$ cat config.mk
export PLATFORM = sky130hd
export DESIGN_NAME = game_ctrl
export DESIGN_NICKNAME = d
export VERILOG_FILES = /design/src/rtl/game_pkg.sv /design/src/rtl/game_ctrl_edge_det.sv /design/src/rtl/game_ctrl.sv
export SDC_FILE = /design/constraint.sdc
export NUM_CORES = 1
export LEC_CHECK = 0
export ABC_AREA = 1
export BUFFER_PORTS_ARGS = -buffer_cell sky130_fd_sc_hd__buf_2
export CAP_MARGIN = 15
export CORE_MARGIN = 2
export CORE_UTILIZATION = 30
export CTS_CLUSTER_SIZE = 28
export DETAILED_ROUTE_END_ITERATION = 10
export GPL_ROUTABILITY_DRIVEN = 0
export PLACE_DENSITY_LB_ADDON = 0.3
export SLEW_MARGIN = 10
export SYNTH_ARGS = -nofsm -noshare
export SYNTH_HDL_FRONTEND = slang
export SYNTH_SLANG_ARGS = --single-unit
$ cat constraint.sdc
create_clock -name clk -period 5.1 [get_ports clk]
set_input_delay 0.765 -clock clk [delete_from_list [all_inputs] [get_ports clk]]
set_output_delay 0.765 -clock clk [all_outputs]
set_load 0.02 [all_outputs]
$ cat src/rtl/game_pkg.sv
// Shared types for the game controller and the maze FSM that it drives.
package game_pkg;

    // Controller states, 3-bit so the encoding fits the status debug views.
    typedef enum logic [2:0] {
        ST_IDLE  = 3'd0,
        ST_CLEAR = 3'd1,
        ST_PLAY  = 3'd2,
        ST_DRAIN = 3'd3,
        ST_WON   = 3'd4,
        ST_LOST  = 3'd5
    } state_e;

    // Direction encoding; also the bit index of each button/move in 4-bit vectors.
    typedef enum logic [1:0] {
        DIR_W = 2'd0,
        DIR_N = 2'd1,
        DIR_S = 2'd2,
        DIR_E = 2'd3
    } dir_e;

    // Reduce a set of simultaneous button edges to a single move, N > E > S > W.
    function automatic logic [3:0] pick_move(input logic [3:0] edges);
        logic [3:0] sel;
        sel = 4'b0000;
        if (edges[DIR_N])      sel[DIR_N] = 1'b1;
        else if (edges[DIR_E]) sel[DIR_E] = 1'b1;
        else if (edges[DIR_S]) sel[DIR_S] = 1'b1;
        else if (edges[DIR_W]) sel[DIR_W] = 1'b1;
        return sel;
    endfunction

endpackage

$ cat src/rtl/game_ctrl_edge_det.sv
// Rising-edge detector for the (already synchronised) direction buttons.
module edge_det #(
    parameter int W = 4
) (
    input  logic         clk,
    input  logic         reset,
    input  logic [W-1:0] sig_i,
    output logic [W-1:0] rise_o
);

    logic [W-1:0] prev_q;

    // Previous sample is tracked every cycle regardless of controller state.
    always_ff @(posedge clk) begin
        if (reset) prev_q <= '0;
        else       prev_q <= sig_i;
    end

    assign rise_o = sig_i & ~prev_q;

endmodule

$ cat src/rtl/game_ctrl.sv
// Game controller: turns button presses into move pulses for the maze FSM,
// enforces a move limit and an idle timeout, and reports the game verdict.
module game_ctrl
    import game_pkg::*;
#(
    parameter int MAX_MOVES = 16,
    parameter int TIMEOUT   = 1000,
    parameter int DRAIN_CYC = 3
) (
    input  logic       clk,
    input  logic       reset,
    input  logic       start,
    input  logic       btn_w,
    input  logic       btn_n,
    input  logic       btn_s,
    input  logic       btn_e,
    input  logic       win,
    input  logic       lose,
    output logic       mv_w,
    output logic       mv_n,
    output logic       mv_s,
    output logic       mv_e,
    output logic       maze_rst,
    output logic       playing,
    output logic       won,
    output logic       lost,
    output logic [7:0] moves
);

    // Drain counter is at least 2 bits wide, wider only if DRAIN_CYC needs it.
    localparam int DRAIN_W = (DRAIN_CYC > 3) ? $clog2(DRAIN_CYC + 1) : 2;

    state_e               state_q, state_d;
    logic [3:0]           btn_vec, rise;
    logic [3:0]           move_sel;
    logic                 move_issue;
    logic [7:0]           moves_q, moves_d;
    logic [15:0]          idle_q, idle_d;
    logic [DRAIN_W-1:0]   drain_q, drain_d;
    logic [3:0]           mv_q;
    logic                 maze_rst_q;

    assign btn_vec = {btn_e, btn_s, btn_n, btn_w};

    edge_det #(.W(4)) u_edge_det (
        .clk    (clk),
        .reset  (reset),
        .sig_i  (btn_vec),
        .rise_o (rise)
    );

    // A move is only taken in PLAY when no restart or verdict outranks it.
    assign move_sel   = (state_q == ST_PLAY && !start && !win && !lose) ? pick_move(rise) : 4'b0000;
    assign move_issue = |move_sel;

    // State register.
    always_ff @(posedge clk) begin
        if (reset) state_q <= ST_IDLE;
        else       state_q <= state_d;
    end

    // Next-state logic; start outranks verdicts, win outranks lose.
    always_comb begin
        state_d = state_q;
        unique case (state_q)
            ST_IDLE:  if (start) state_d = ST_CLEAR;
            ST_CLEAR: state_d = ST_PLAY;
            ST_PLAY: begin
                if (start)           state_d = ST_CLEAR;
                else if (win)        state_d = ST_WON;
                else if (lose)       state_d = ST_LOST;
                else if (move_issue) begin
                    if (moves_q == 8'(MAX_MOVES - 1)) state_d = ST_DRAIN;
                end
                else if (idle_q == 16'(TIMEOUT - 1)) state_d = ST_LOST;
            end
            ST_DRAIN: begin
                if (start)     state_d = ST_CLEAR;
                else if (win)  state_d = ST_WON;
                else if (lose) state_d = ST_LOST;
                else if (drain_q == DRAIN_W'(DRAIN_CYC - 1)) state_d = ST_LOST;
            end
            ST_WON, ST_LOST: if (start) state_d = ST_CLEAR;
            default: state_d = ST_IDLE;
        endcase
    end

    // Counter next values; everything is zeroed on the way into CLEAR.
    always_comb begin
        moves_d = moves_q;
        idle_d  = idle_q;
        drain_d = drain_q;
        if (state_d == ST_CLEAR) begin
            moves_d = 8'd0;
            idle_d  = 16'd0;
            drain_d = '0;
        end else if (state_q == ST_PLAY) begin
            if (move_issue) begin
                if (moves_q < 8'(MAX_MOVES)) moves_d = moves_q + 8'd1;
                idle_d = 16'd0;
            end else begin
                idle_d = idle_q + 16'd1;
            end
        end else if (state_q == ST_DRAIN) begin
            drain_d = drain_q + DRAIN_W'(1);
        end
    end

    // Counters and the registered move / maze-reset pulses.
    always_ff @(posedge clk) begin
        if (reset) begin
            moves_q    <= 8'd0;
            idle_q     <= 16'd0;
            drain_q    <= '0;
            mv_q       <= 4'b0000;
            maze_rst_q <= 1'b0;
        end else begin
            moves_q    <= moves_d;
            idle_q     <= idle_d;
            drain_q    <= drain_d;
            mv_q       <= move_sel;
            maze_rst_q <= (state_d == ST_CLEAR);
        end
    end

    // Status flags decoded from the current state.
    always_comb begin
        playing = 1'b0;
        won     = 1'b0;
        lost    = 1'b0;
        unique case (state_q)
            ST_PLAY, ST_DRAIN: playing = 1'b1;
            ST_WON:            won     = 1'b1;
            ST_LOST:           lost    = 1'b1;
            default: ;
        endcase
    end

    assign mv_w     = mv_q[DIR_W];
    assign mv_n     = mv_q[DIR_N];
    assign mv_s     = mv_q[DIR_S];
    assign mv_e     = mv_q[DIR_E];
    assign maze_rst = maze_rst_q;
    assign moves    = moves_q;

endmodule

Word-level counts from Yosys, hierarchy flattened
Index checks and enable logic that the tools add are counted.

Flip-flop bits (word level): 38. Word-level logic and storage cells: 62. Output and inout port bits: 16.

Reductions and logical operators: 13. Order comparisons: 1. Add/sub/neg operators: 3. Mux-type cells: 26. Bitwise logic cells: 3. Eq/ne operators: 9.

Operators with widths (number): two-way mux 3 bit (11); adder 16 x 1 -> 16 bit, second input constant (1); == test 16 x 10 -> 1 bit, second input constant (1); two-way mux 16 bit (1); one-hot mux 3 bit (4 select lines) (1); two-way mux 1 bit (11); adder 8 x 1 -> 8 bit, second input constant (1); == test 8 x 4 -> 1 bit, second input constant (1); less-than comparator 8 x 5 -> 1 bit, second input constant (1); == test 3 x 1 -> 1 bit, second input constant (2); == test 3 x 2 -> 1 bit, second input constant (2); == test 3 bit, second input constant (2); AND 4 bit (1); two-way mux 4 bit (1); inverter 4 bit (1); OR reduction 2 bit (2); OR reduction 4 bit (1); logical AND 1 bit (3); logical NOT 1 bit (3); logical NOT 3 bit (1); AND reduction 3 bit (1); OR reduction 3 bit (1); adder 2 x 1 -> 2 bit, second input constant (1); == test 2 bit, second input constant (1); other kinds (3) (3).

Longest topological paths before layout
Gate-level depths: netlist of the first run.

Depth after elaboration: 15. Mapped depth: 14. Mapped depth without buffers: 13.

By module
Synthesis of the first run repeated with hierarchy kept, for this count alone.

Cell total of the unflattened synthesis: 275. Area, all modules: 1906.8 sq um.

By module, submodules not included: game_ctrl (times used 1, seq. area each 680.7 sq um, cells each 259, area an instance 1781.7 sq um); edge_det (times used 1, seq. area each 80.1 sq um, cells each 16, area an instance 125.1 sq um).

Worst setup path before layout of the first run
Ideal clock, no wire load.

Path kind: input -> register. Start point: input start. End point: register idle_q[9]. Library setup time: 117 ps. Slack: 3097 ps. Arrival: 1886 ps. Stages: 11. Data required time: 4983 ps. Cells stage by stage: nor2_1 nand2_2 nor2_4 nand2_4 nand2_1 nand2_1 a21oi_2 nand3_2 nand2_4 buf_6 nor2_1.

Longest elaborated chain between the ends: 13. Elaborated cells between the ends (all ways): 16. Those cells by class: eq/ne (1); mux (9); reduce/logical (6).

Ends and longest elaborated chain: start: declaration (line game_ctrl.sv:12) `input logic start,`; logical NOT 1 bit (line game_ctrl.sv:53) `assign move_sel = (state_q == ST_PLAY && !start && !win && !lose) ? pick_move(rise) : 4'b0000;`; logical AND 1 bit (3 in a row) (line game_ctrl.sv:53); two-way mux 4 bit (line game_ctrl.sv:53); OR reduction 4 bit (line game_ctrl.sv:54) `assign move_issue = |move_sel;`; two-way mux 3 bit (line game_ctrl.sv:72) `else if (move_issue) begin`; two-way mux 3 bit (line game_ctrl.sv:71) `else if (lose) state_d = ST_LOST;`; two-way mux 3 bit (line game_ctrl.sv:70) `else if (win) state_d = ST_WON;`; two-way mux 3 bit (line game_ctrl.sv:69) `if (start) state_d = ST_CLEAR;`; one-hot mux 3 bit (4 select lines) (line game_ctrl.sv:65) `unique case (state_q)`; == test 3 x 1 -> 1 bit (line game_ctrl.sv:93) `if (state_d == ST_CLEAR) begin`; OR reduction 2 bit (no source line); end signal: assignment (line game_ctrl.sv:119) `idle_q <= idle_d;`; end: declaration (line game_ctrl.sv:38) `logic [15:0] idle_q, idle_d;`.

Parallel ways exist; a longest one is shown, timed or not. A chain may end at the register's enable or synchronous reset.

Worst setup path in the final report of the first run
Start point: input start. End point: register idle_q[5].

Same word-level chain as after synthesis.

==> results by group, run 1 <==
Logic synthesis
  – Mapped Cells: 324
  – Main area contributors after synthesis: dfxtp_1, nand2_1, nor2_1, inv_1, nand3_1
  – Register area share after synthesis: 36.43%
  – Yosys reg bits: 38
  – EDFF count, synth: 0
  – Mapped Area: 2088 um^2
  – Most frequent cell after synthesis: nand2_1
  – Synth Warn #: 0
  – Post-synth net total: ~340
  – Syn Area/Cell: 6.445 um^2
  – Largest area contributor in the netlist: dfxtp_1
  – Ys async rst share: 0%
  – Commonest cells post-synth: nand2_1, nor2_1, inv_1
  – Synth top area share: 36.43%
  – Synth unique cells: 27
  – Post-synth top flop: dfxtp_1

Worst setup path
  – Worst reg2reg startpoint: idle_q[0]$_SDFFE_PP0P_
  – Setup CP Type: input pin to flip-flop
  – Cell family with most CP delay: simple AND/OR/NAND/NOR gates
  – Crit path max fanout: 26
  – Worst Setup End Kind: flip-flop
  – Crit path from: start
  – Crit-path slowest cell: nand2_4
  – WP data arrival: 2.28 ns
  – Cells on worst reg2reg path: 10
  – Critical path's largest stage delay: 0.25 ns
  – FF-to-FF setup slack: roughly 3.0 ns
  – Chain of cells forming the critical path: buf_2, nor2_1, nand2_2, nor2_4, nand2_4, nand2_1, nand2_1, a21oi_2, nand3_2, nand2_4, nor2_1
  – CP bufs+invs: 1
  – Reg-to-reg endpoint: idle_q[5]$_SDFFE_PP0P_
  – CP Launch Type: input pin
  – Required @ worst endpoint: 5.27 ns

Timing
  – Worst Tran Pin Value: 0.7069 ns
  – RSZ-0062 raised after global routing: no
  – Fin. max-slew vios: 0
  – Clock Skews: 0.006116 ns
  – TNS Setup: 0 ns
  – Final setup vio count: 0
  – Fmax: about 470 MHz
  – Post-route minimum period: 2.106 ns
  – Hold Fails Final Rpt: 0
  – Final worst-path cycle share: 41.29%
  – Relative slew slack: 52.74%

Routing
  – First-pass iteration count of the detailed router: 5
  – Post-DR vias/cell: between 4 and 5
  – WL final: about 4500 um
  – Via count: 1,993
  – Routed WL per cell: 10.47 um
  – DRC viols: 0
  – Post-route ant nets: 0
  – Initial DRC Count: 105

Cells and area
  – Final net count: 360
  – Multi-input logic area: 1064 um^2
  – Number of antenna repair diodes: 0
  – Fillers: 748
  – P&R area growth vs syn: 15.34%
  – Sequential Area: 760.7 um^2
  – Ratio of cells with drive above 1 in the final layout: ~12%

Run status
  – Outcome: finished clean

Clocking
  – CTS Buf Count: 5
  – CTS max path bufs: 2
  – Clock Tree Root: clkbuf_8
  – Postcts setup bufs: 0
  – PostCTS Resize Cnt: 0
  – CTS tree: yes
  – Clock latency on the worst-skew pair: around 0.29 ns
  – CTS Hold Bufs: 0
  – H-tree Lvls: 2
  – CTS Sinks: 38
  – Clock transition at path regs: about 0.080 ns

Global routing
  – First-pass GRT wire length: 7645 um
  – GRT Overall Usage: approximately an eighth
  – GR Overflow Total: 0
  – Largest net degree at the start of global routing: 27
  – Vias in the first global route: 1,760
  – Initial antenna violation count: 0

Min path
  – Hold path depth: 2
  – Hold Path End: moves[6]$_SDFFE_PP0P_
  – Worst Hold Class: flip-flop to flip-flop
  – HP Start: moves[6]$_SDFFE_PP0P_

Placement
  – Dpl hpwl: roughly 3400 um
  – Number of port buffers: 24

Power
  – LEAKAGE: 1.087 nW
  – Post-layout power: 0.6888 mW
  – Worst VDD drop: 0.1541 mV
  – Cell Pwr Density: 286.0 nW/um^2

Floorplanning
  – Initial Util: 30.91%
  – IO Pins: 25
  – Die height: ~90 um
  – Core Box Area: 6756 um^2
  – Die W: 87.43 um
  – Row count: 30
  – Die ar.: 7644 um^2

Job
  – Max-cap violation count: 0
==> layer usage <==
layer,up-vias,global-route usage (%),share of wire [%]
li1,1063,-,-
met1,890,15.80,50
met2,35,20.80,45
met3,5,3.128,4.1
met4,0,2.517,0.93
met5,-,0,0
==> layout make-up <==
cell class / count / share of cell area, %
clock buffer: 6 / 3.429
tap: 80 / 4.156
timing repair buffer: 24 / 4.987
sequential: 38 / 31.58
inverter: 59 / 9.195
clock inverter: 2 / 2.494
multi-input combinational: 220 / 44.16
==> flip-flops by register name, summed over array words and instances (netlist names) <==
name,count
maze_rst,1
state_q,3
mv_q,4
drain_q,2
idle_q,16
moves,8
u_edge_det.prev_q,4
==> power breakdown <==
group | total, mW | internal [mW] | switching [mW]
Clock | 0.316 | 0.209 | 0.108
Combinational | 0.0649 | 0.0181 | 0.0468
Sequential | 0.308 | 0.303 | 0.00453
Total | 0.689 | 0.530 | 0.159
==> metrics by stage <==
| stage | setup WS [ns] | hold WS (ns) | area (um^2) | util (%) | std cells |
|---|---|---|---|---|---|
| final | 2.994 | 0.4491 | 2409 | 35.65 | 429 |
| after global routing | 2.761 | 0.4683 | 2409 | 35.65 | 429 |
| after CTS | 2.965 | 0.4484 | 2409 | 35.65 | 429 |
| after detailed placement | 2.677 | 0.4348 | 2266 | 33.54 | 421 |
| after global placement | 2.744 | 0.4348 | 2266 | 33.54 | 421 |
| after floorplan | 3.097 | 0.4839 | 2088 | - | 324 |
==> worst register-to-register path: cells and delay by family, from the launching register on <==
kind | cells | cell delay (ns)
buffers and inverters | 1 | 0.10
DFF | 1 | 0.40
and+or+nand+nor | 7 | 0.98
AOI/OAI and AO/OA | 1 | 0.22
adders and majority gates | 1 | 0.29
==> kinds of logic (layout without fill, tap and decap cells) <==
family / after synthesis / in the layout / share of synthesized area [%]
buffers and inverters: 66 / 91 / 12.64
adder cells (fa/ha/maj): 3 / 3 / 1.798
AND/OR/NAND/NOR: 182 / 182 / 38.95
XOR/XNOR: 7 / 7 / 2.936
flip-flops: 38 / 38 / 36.43
multiplexers: 1 / 1 / 0.5392
AO/OA/AOI/OAI: 27 / 27 / 6.711
==> layout by cell type, fill, tap and decap left out <==
| master | instances |
|---|---|
| nand2_1 | 62 |
| nor2_1 | 60 |
| inv_1 | 58 |
| dfxtp_1 | 38 |
| buf_2 | 24 |
| nand3_1 | 23 |
| a21oi_1 | 15 |
| nor3_1 | 13 |
| nand4_1 | 13 |
| o21ai_0 | 10 |
| clkbuf_8 | 6 |
| xor2_1 | 4 |
| xnor2_1 | 3 |
| ha_1 | 3 |
| nor2_2 | 2 |
| nand2_4 | 2 |
| nor3b_1 | 2 |
| bufinv_16 | 2 |
| inv_2 | 1 |
| nand2_2 | 1 |
| nor2_4 | 1 |
| nor3_2 | 1 |
| a21oi_2 | 1 |
| nand3_2 | 1 |
| mux2_2 | 1 |
| a31oi_1 | 1 |
| nor4_1 | 1 |
==> how the worst max path moves through the flow <==
stage	slack, ns	endpoint	depth (start not counted)
2_1_floorplan	3.10	idle_q[9]$_SDFFE_PP0P_	11
3_3_place_gp	2.74	moves[7]$_SDFFE_PP0P_	11
3_5_place_dp	2.68	idle_q[4]$_SDFFE_PP0P_	11
4_1_cts	2.96	idle_q[5]$_SDFFE_PP0P_	10
5_1_grt	2.76	idle_q[5]$_SDFFE_PP0P_	10
6_report	2.99	idle_q[5]$_SDFFE_PP0P_	11
Power figures use the tool's default switching activity.
==> run 2: changes to the inputs <==
Settings changed: ABC_AREA 1 to 0.
Clock period 5.1 ns to 1.7 ns, I/O delays scaled along.
==> run 2 against run 1 <==
Sequential share of layout area is 5.4 points higher. Clock power grew 150%. Via count fell by 33%. First-iteration DRC count shrank 63%. Clock skew down 0.00074 ns. Flip-flop and latch count stayed put. Utilization up 1.8 points. Register-to-register slack got worse by 2.9 ns.
==> results by group, run 2 <==
Worst setup path
  – Crit-path slowest cell: dfxtp_2
  – CP Launch Type: flip-flop
  – Crit path max fanout: 11
  – Chain of cells forming the critical path: or2b_1, nor2_1, buf_2
  – WP data arrival: 1.35 ns
  – Setup CP Type: flip-flop to primary output
  – Required @ worst endpoint: 1.44 ns
  – Cell family with most CP delay: flip-flops
  – Critical path's largest stage delay: between 0.4 and 0.5 ns
  – CP bufs+invs: 1
  – Worst Setup End Kind: primary output

Routing
  – Post-route ant nets: 0
  – DRT met1 WL: 1683 um
  – DRC viols: 0
  – First-pass iteration count of the detailed router: 4
  – Post-DR vias/cell: 4.541
  – Routed WL per cell: 11.43 um
  – Met3 wire length: 98 um
  – Via count: 1,335
  – DR top layer: met4
  – Met2 WL post-DR: between 1500 and 2000 um
  – WL final: 3361 um
  – Initial DRC Count: 39

Global routing
  – GRT Overall Usage: a little under an eighth
  – Largest net degree at the start of global routing: 16
  – First-pass GRT wire length: 5865 um
  – Vias in the first global route: 1,282
  – Initial antenna violation count: 0
  – GR Overflow Total: 0

Run status
  – Outcome: finished clean

Logic synthesis
  – EDFF count, synth: 0
  – Synth Warn #: 0
  – Most frequent cell after synthesis: dfxtp_1
  – Yosys reg bits: 38
  – Synth top area share: between 40 and 50%
  – Syn Area/Cell: 9.126 um^2
  – Largest area contributor in the netlist: dfxtp_1
  – Post-synth top flop: dfxtp_1
  – Mapped Cells: between 150 and 200
  – Register area share after synthesis: ~45%
  – Main area contributors after synthesis: dfxtp_1, nor2_1, xnor2_1, xor2_1, nand4_1
  – Mapped Area: 1707 um^2
  – Ys async rst share: 0%
  – Post-synth net total: around 200
  – Synth unique cells: 43
  – Commonest cells post-synth: dfxtp_1, nor2_1, xnor2_1

Timing
  – Hold slack: 0.1925 ns
  – Final setup vio count: 0
  – Final worst setup slack: ~0.095 ns
  – RSZ-0062 raised after global routing: no
  – Post-route minimum period: 1.605 ns
  – Relative slew slack: 78.71%
  – Final worst-path cycle share: a little over nine tenths
  – Fmax: approximately 620 MHz
  – Hold Fails Final Rpt: 0
  – Worst Tran Pin Value: 0.3149 ns
  – Fin. max-slew vios: 0
  – Clock Skews: 0.005380 ns
  – TNS Setup: 0 ns

Floorplanning
  – Initial Util: a little under a third
  – Core Box Area: around 5500 um^2
  – Die height: around 80 um
  – Die W: just under 80 um
  – Die ar.: 6308 um^2
  – IO Pins: 25
  – Row count: 27

Clocking
  – CTS Sinks: 38
  – CTS Buf Count: 5
  – Clock transition at path regs: 0.07 ns
  – Postcts setup bufs: 0
  – Clock latency on the worst-skew pair: 0.29 ns
  – Clock Tree Root: clkbuf_8
  – CTS tree: yes
  – CTS Hold Bufs: 0
  – H-tree Lvls: 2
  – CTS max path bufs: 2

Cells and area
  – Max FFs per register: 16
  – Final net count: 233
  – P&R area growth vs syn: 20.89%
  – Register name with the most flops: idle_q
  – Number of antenna repair diodes: 0
  – Fillers: 564
  – Commonest non-fill, non-tap cell in the layout: dfxtp_1
  – Most frequent cells in the layout: dfxtp_1, nor2_1, buf_2
  – Ratio of cells with drive above 1 in the final layout: 22.97%

Min path
  – Worst Hold Class: input pin to flip-flop

Power
  – Worst VDD drop: 0.4254 mV
  – Cell Pwr Density: 870.2 nW/um^2
  – LEAKAGE: between 0.7 and 0.8 nW

Placement
  – Dpl hpwl: between 2000 and 2500 um
  – Number of port buffers: 24
  – Placement-stage worst setup slack: about 0.11 ns

Job
  – Max-cap violation count: 0
==> run 2: cell types whose count changed after synthesis, sizes merged, moves of 7 or more <==
cell,change
nand2,-55
inv,-54
nor2,-31
nand3,-16
a21oi,-11
nor3,-11
nand2b,+7
o21ai,-7
xnor2,+7
==> run 2: worst register-to-register path, delay by kind of cell (launching register included) <==
family	cells	cell delay [ns]
AOI/OAI and AO/OA	2	0.40
adders and majority gates	1	0.19
buffers and inverters	1	0.05
DFF	1	0.35
and+or+nand+nor	2	0.48
==> run 2: final timing paths <==
| check | to | from | slack [ns] | cells past startpoint |
|---|---|---|---|---|
| max | won | state_q[2]$_SDFF_PP0_ | 0.09 | 3 |
| min | u_edge_det.prev_q[0]$_SDFF_PP0_ | btn_w | 0.19 | 2 |
| max reg2reg | state_q[1]$_SDFF_PP0_ | drain_q[0]$_SDFFE_PP0P_ | 0.14 | 6 |
| min reg2reg | moves[4]$_SDFFE_PP0P_ | moves[4]$_SDFFE_PP0P_ | 0.47 | 2 |
==> run 2: per-stage QoR <==
stage | instances | area, um^2 | total power [mW] | util (%)
6_report | 294 | 2063 | 1.795 | 37.47
5_1_grt | 294 | 2063 | 1.871 | 37.47
4_1_cts | 294 | 2057 | 1.816 | 37.36
3_5_place_dp | 286 | 1942 | 1.041 | 35.26
3_3_place_gp | 286 | 1942 | 1.040 | 35.26
2_1_floorplan | 187 | 1707 | 1.005 | -
==> run 2: routing by layer <==
metal,up-vias,global-route usage [%]
li1,706,-
met1,601,15.32
met2,18,18.15
met3,10,3.507
met4,0,4.655
met5,-,0
==> run 2: logic make-up (layout without fill, tap and decap cells) <==
group,after synthesis,in the layout,synth area share [%]
AND/OR/NAND/NOR,99,99,32.55
flip-flops,38,38,44.57
XOR/XNOR,18,18,9.237
AO/OA/AOI/OAI,16,16,6.818
buffers and inverters,12,47,4.032
adder cells (fa/ha/maj),3,3,2.200
multiplexers,1,1,0.5865
==> run 2: what timing repair did <==
action,CTS,global route
setup endpoints to repair,1,10
gates cloned,0,0
resized for setup,1,2
endpoints found under the hold margin,0,0
==> run 2: final cells by class <==
class	instances	area (um^2)	share of cell area, %
clock buffer	5	68.82	3.335
inverter	5	18.77	0.9096
timing repair buffer	34	195.2	9.460
multi-input combinational	137	882.1	42.75
sequential	38	763.2	36.99
tap	72	90.09	4.366
clock inverter	3	45.04	2.183
==> run 2: report_power, final <==
| group | switching (mW) | total (mW) | internal (mW) |
|---|---|---|---|
| clock network | 0.339 | 0.775 | 0.436 |
| logic | 0.0631 | 0.110 | 0.0466 |
| registers | 0.00942 | 0.910 | 0.901 |
| total | 0.411 | 1.80 | 1.38 |
